File: config.mk
export PLATFORM = sky130hd
export DESIGN_NAME = uart_rx_deserializer
export DESIGN_NICKNAME = d
export VERILOG_FILES = /design/src/rtl/uart_rx_deserializer.sv
export SDC_FILE = /design/constraint.sdc
export NUM_CORES = 1
export LEC_CHECK = 0
export CAP_MARGIN = 20
export CORE_MARGIN = 2
export CORE_UTILIZATION = 45
export DETAILED_ROUTE_END_ITERATION = 7
export GPL_TIMING_DRIVEN = 0
export MAX_ROUTING_LAYER = met4
export PLACE_DENSITY = 0.73
export SYNTH_ARGS = -nofsm -noshare
export SYNTH_HDL_FRONTEND = slang
export SYNTH_SLANG_ARGS = --single-unit
File: constraint.sdc
create_clock -name clk -period 1.75 [get_ports clk]
set_input_delay 0.35 -clock clk [delete_from_list [all_inputs] [get_ports clk]]
set_output_delay 0.35 -clock clk [all_outputs]
set_load 0.01 [all_outputs]
File: src/rtl/uart_rx_deserializer.sv
// UART receiver: synchronises rx, samples mid-bit, deserialises LSB-first words with optional parity.
// Latency: data_read/rx_avbl_i update on the edge that samples the stop bit (T0 + H + (WORD_SIZE+1[+1])*CLKS_PER_BIT).
// Backpressure: none; rx_avbl_i is a one-cycle strobe and data_read holds until the next good frame.
module uart_rx_deserializer #(
    parameter int CLKS_PER_BIT = 16,
    parameter int WORD_SIZE    = 8,
    parameter int PARITY       = 0
) (
    input  logic                 clk,
    input  logic                 rst,
    input  logic                 rx,
    output logic [WORD_SIZE-1:0] data_read,
    output logic                 rx_avbl_i,
    output logic                 frame_err,
    output logic                 parity_err,
    output logic                 busy
);

    localparam int CW = $clog2(CLKS_PER_BIT);
    localparam int BW = (WORD_SIZE > 1) ? $clog2(WORD_SIZE) : 1;
    localparam logic [CW-1:0] HALF_LAST = CW'(CLKS_PER_BIT / 2 - 1);
    localparam logic [CW-1:0] BIT_LAST  = CW'(CLKS_PER_BIT - 1);
    localparam logic [BW-1:0] DATA_LAST = BW'(WORD_SIZE - 1);

    typedef enum logic [2:0] {
        ST_IDLE,
        ST_START,
        ST_DATA,
        ST_PARITY,
        ST_STOP,
        ST_BREAK
    } state_t;

    state_t               state;
    logic [1:0]           sync_q;
    logic                 rx_s;
    logic [1:0]           prime_q;
    logic                 armed;
    logic [CW-1:0]        cnt;
    logic [BW-1:0]        bit_cnt;
    logic [WORD_SIZE-1:0] shift_q;
    logic                 par_bit;
    logic                 par_calc;
    logic                 mismatch;
    logic                 tick;

    // Two-flop synchroniser; resets to idle-high so reset release looks like an idle line
    always_ff @(posedge clk or negedge rst) begin
        if (!rst) begin
            sync_q <= 2'b11;
        end else begin
            sync_q <= {sync_q[0], rx};
        end
    end

    assign rx_s = sync_q[1];

    // START waits half a bit to reach mid-start; later states wait a full bit between samples
    assign tick = (state == ST_START) ? (cnt == HALF_LAST) : (cnt == BIT_LAST);

    assign par_calc = (^shift_q) ^ par_bit;
    assign mismatch = (PARITY == 1) ? par_calc :
                      (PARITY == 2) ? ~par_calc : 1'b0;

    // Receive FSM with registered strobes. A start is only accepted once the line has been
    // seen high after reset (armed), so a line held low through reset is treated like a break.
    always_ff @(posedge clk or negedge rst) begin
        if (!rst) begin
            state      <= ST_IDLE;
            prime_q    <= 2'b00;
            armed      <= 1'b0;
            cnt        <= '0;
            bit_cnt    <= '0;
            shift_q    <= '0;
            par_bit    <= 1'b0;
            data_read  <= '0;
            rx_avbl_i  <= 1'b0;
            frame_err  <= 1'b0;
            parity_err <= 1'b0;
            busy       <= 1'b0;
        end else begin
            rx_avbl_i  <= 1'b0;
            frame_err  <= 1'b0;
            parity_err <= 1'b0;
            // prime_q[1] marks when rx_s reflects the real line rather than the reset value
            prime_q    <= {prime_q[0], 1'b1};
            if (prime_q[1] && rx_s) begin
                armed <= 1'b1;
            end

            case (state)
                ST_IDLE: begin
                    cnt     <= '0;
                    bit_cnt <= '0;
                    if (armed && !rx_s) begin
                        state <= ST_START;
                        busy  <= 1'b1;
                    end
                end
                ST_START: begin
                    if (tick) begin
                        cnt <= '0;
                        if (rx_s) begin
                            state <= ST_IDLE;
                            busy  <= 1'b0;
                        end else begin
                            state <= ST_DATA;
                        end
                    end else begin
                        cnt <= cnt + 1'b1;
                    end
                end
                ST_DATA: begin
                    if (tick) begin
                        cnt     <= '0;
                        shift_q <= {rx_s, shift_q[WORD_SIZE-1:1]};
                        if (bit_cnt == DATA_LAST) begin
                            bit_cnt <= '0;
                            state   <= (PARITY != 0) ? ST_PARITY : ST_STOP;
                        end else begin
                            bit_cnt <= bit_cnt + 1'b1;
                        end
                    end else begin
                        cnt <= cnt + 1'b1;
                    end
                end
                ST_PARITY: begin
                    if (tick) begin
                        cnt     <= '0;
                        par_bit <= rx_s;
                        state   <= ST_STOP;
                    end else begin
                        cnt <= cnt + 1'b1;
                    end
                end
                ST_STOP: begin
                    if (tick) begin
                        cnt <= '0;
                        if (rx_s) begin
                            if (mismatch) begin
                                parity_err <= 1'b1;
                            end else begin
                                data_read <= shift_q;
                                rx_avbl_i <= 1'b1;
                            end
                            // leave at mid-stop so a back-to-back start edge is caught
                            state <= ST_IDLE;
                            busy  <= 1'b0;
                        end else begin
                            frame_err  <= 1'b1;
                            parity_err <= mismatch;
                            state      <= ST_BREAK;
                        end
                    end else begin
                        cnt <= cnt + 1'b1;
                    end
                end
                ST_BREAK: begin
                    cnt <= '0;
                    if (rx_s) begin
                        state <= ST_IDLE;
                        busy  <= 1'b0;
                    end
                end
                default: begin
                    state <= ST_IDLE;
                    busy  <= 1'b0;
                end
            endcase
        end
    end

endmodule

==> results.py <==
metrics = {
    "power": {
        "pwr-share-seq_pct": 39.9,
        "switching_share_pct": 32.9,
        "clockPowerShare_pct": 29.4,
        "power_density_nw_per_um2": 1290,
        "comb_power_share_pct": 30.6,
        "power_leakage_uw": 0.000873,
        "p_int_uw": 1670,
        "power_switching_uw": 816,
        "p_total_uw": 2480,
        "peakVddDrop_mv": 0.902,
    },
    "critical_path": {
        "path_max_fanout": 8,
        "critPathLaunchType": "flip-flop",
        "slowest_stage": "dfrtp_1",
        "critPathRequiredTime_ns": 1.97,
        "cpPeakStageDelay_ns": 0.48,
        "criticalPathCategory": "flip-flop to flip-flop",
        "path_cells": "ha_2 -> nand2_1 -> nor4_4 -> buf_4 -> mux2_2",
        "cp_num_buf_inv": 1,
        "crit_family": "flip-flops",
        "setup.worst_path.end_class": "flip-flop",
        "cp_data_arrival_time_ns": 1.90,
    },
    "sta": {
        "finalHoldViolCount": 0,
        "post-route-period-util_pct": 95.7,
        "drv_slew": 0,
        "rsz0062_at_grt": "no",
        "setup_viol": 0,
        "skew_ns": 0.0140,
        "worst_hold_slack_ns": 0.0462,
        "relSlewSlack_pct": 52.2,
        "max_slew.worst_pin.slew_ns": 0.717,
        "min_period_ns": 1.67,
        "fmax_mhz": 597,
    },
    "synth": {
        "syn_area_sq_um": 1610,
        "ys_types": 41,
        "synth_seq_cells": 34,
        "yosysTopAreaCellShare_pct": 49.7,
        "syn_inst": 143,
        "yosysTopAreaCell": "dfrtp_1",
        "ys_warn_count": 0,
        "synth_edf_count": 0,
        "synthTopCellsByArea": "dfrtp_1 50%, mux2_2 11%, o21ai_0 4.3%",
        "seq_area_frac_synth_pct": 53.0,
        "syn_area_per_cell_sq_um": 11.3,
        "ys_async_sr_fraction_pct": 100,
        "synthFlopType": "dfrtp_1",
        "syn-num-nets": 149,
    },
    "clock_network": {
        "htree_levels": 2,
        "cts.clk_slew.worst_paths_ns": 0.12,
        "cts.sinks": 34,
        "numCtsBuffers": 5,
        "root_buffer": "clkbuf_4",
        "clk_latency_ns": 0.34,
        "cts_tree": "yes",
        "cts_hold_buf": 0,
        "cts_max_path_buffers": 2,
    },
    "finish": {
        "area_growth_pct": 19.6,
        "most-common-layout-cells": "32 x dfrtp_1, 16 x mux2_2, 14 x o21ai_0",
        "drive_gt1_share_pct": 25.5,
        "nNetsFinal": 170,
        "nFillCells": 292,
        "diodes": 0,
        "layout_commonest_cell": "dfrtp_1",
    },
    "die": {
        "initial_core_util_pct": 47.5,
        "dieWidth_microns": 63.8,
        "row_count": 21,
        "die_area_sq_um": 4080,
        "die_h_microns": 63.8,
        "num_io_pins": 15,
        "design.core.area_sq_um": 3390,
    },
    "detailed_routing": {
        "finalWirelength_mm": 2.98,
        "drtIter0Drc": 45,
        "vias": 1161,
        "vias_per_cell": 5.50,
        "drt_pre_antenna_iters": 4,
        "ant_nets": 0,
        "routedWlPerCell_microns": 14.1,
        "drc_errors": 0,
    },
    "worst_hold_path": {
        "min_path_type": "primary input to async pin",
    },
    "global_route": {
        "grt_max_degree": 35,
        "grt_pass1_wl_mm": 5.16,
        "track_usage_pct": 16.7,
        "grt_pass1_vias": 1166,
        "grt_overflow": 0,
        "antenna_found_initial": 0,
    },
    "place": {
        "gp_congestion": 0.892,
        "portBuffers": 13,
        "dp_hpwl_mm": 2.11,
    },
    "run": {
        "drv_cap": 0,
    },
    "status": {
        "status": "finished clean",
    },
}
power groups by stage:
stage	Sequential (uW)	Clock, uW	Combinational, uW
after global routing	1010	779	858
after CTS	988	736	745
final	991	731	761
after global placement	995	0	715
after floorplan	982	0	586
after detailed placement	1000	0	739
sequential cells by signal, indices dropped and copies added, names as in the netlist:
| name | flops |
|---|---|
| frame_err | 1 |
| state | 3 |
| armed | 1 |
| sync_q | 2 |
| cnt | 4 |
| data_read | 8 |
| prime_q | 2 |
| shift_q | 8 |
| rx_avbl_i | 1 |
| bit_cnt | 3 |
| busy | 1 |
stage by stage:
step	TNS [ns]	area, sq um	instances	worst slack (ns)	utilization [%]
2_1_floorplan	0	1610	143	0.0873	-
5_1_grt	0	1930	211	0.000920	56.9
3_5_place_dp	-1.11	1790	202	-0.143	52.9
4_1_cts	0	1910	211	0.00202	56.3
3_3_place_gp	-11.49	1800	202	-0.330	53.1
6_report	0	1930	211	0.0755	56.9
cell usage after synthesis (2+ instances only):
| cell type | n |
|---|---|
| nand3_1 | 3 |
| a21oi_1 | 8 |
| clkbuf_1 | 2 |
| o21ai_0 | 14 |
| nor2b_1 | 3 |
| a22oi_1 | 3 |
| inv_1 | 4 |
| mux2_2 | 16 |
| buf_2 | 4 |
| nor2_1 | 7 |
| dfrtp_1 | 32 |
| conb_1 | 2 |
| ha_1 | 3 |
| xnor2_1 | 2 |
| dfstp_2 | 2 |
| o31a_1 | 2 |
| nand2_1 | 8 |
| nand2b_1 | 3 |
| nor4_1 | 3 |
per-layer routing:
metal	part of all wire (%)	track usage (%)	vias up
li1	-	-	549
met1	44	18.6	577
met2	50	29.0	30
met3	5.1	4.75	5
met4	1.4	4.89	0
met5	0	-	-
final cells by class:
class | instances | area [sq um] | share of cell area (%)
Inverter | 5 | 18.8 | 0.973
Clock inverter | 3 | 68.8 | 3.57
Clock buffer | 5 | 37.5 | 1.95
Sequential cell | 34 | 853 | 44.3
Multi-Input combinational cell | 96 | 713 | 37.0
Buffer | 8 | 46.3 | 2.40
Timing Repair Buffer | 14 | 133 | 6.88
Tap cell | 46 | 57.6 | 2.99
repair_timing:
action	CTS	global route
resized for setup	0	4
setup buffers	1	0
gates cloned	0	0
pin swaps	1	0
setup endpoints to repair	8	21
final timing paths:
kind / depth (start not counted) / start / to / slack (ns)
max: 5 / cnt[0] / shift_q[0] / 0.08
max reg2reg: 5 / cnt[0] / shift_q[0] / 0.08
min reg2reg: 0 / prime_q[0] / prime_q[1] / 0.36
max in group asynchronous: 1 / rst / cnt[2] / 1.23
min: 1 / rst / armed / 0.05
min in group clk: 0 / prime_q[0] / prime_q[1] / 0.36
kinds of logic (layout without fill, tap and decap cells):
kind of cell             Yosys count  count (layout)  synth area share [%]
AO/OA/AOI/OAI                     36              36                  13.9
buffers and inverters             13              35                  4.04
other                              2               2                 0.466
XOR/XNOR                           3               3                  1.63
AND/OR/NAND/NOR                   35              35                  12.9
flip-flops                        34              34                  53.0
multiplexers                      17              17                  11.8
adder cells (fa/ha/maj)            3               3                  2.33
Power figures use the tool's default switching activity.
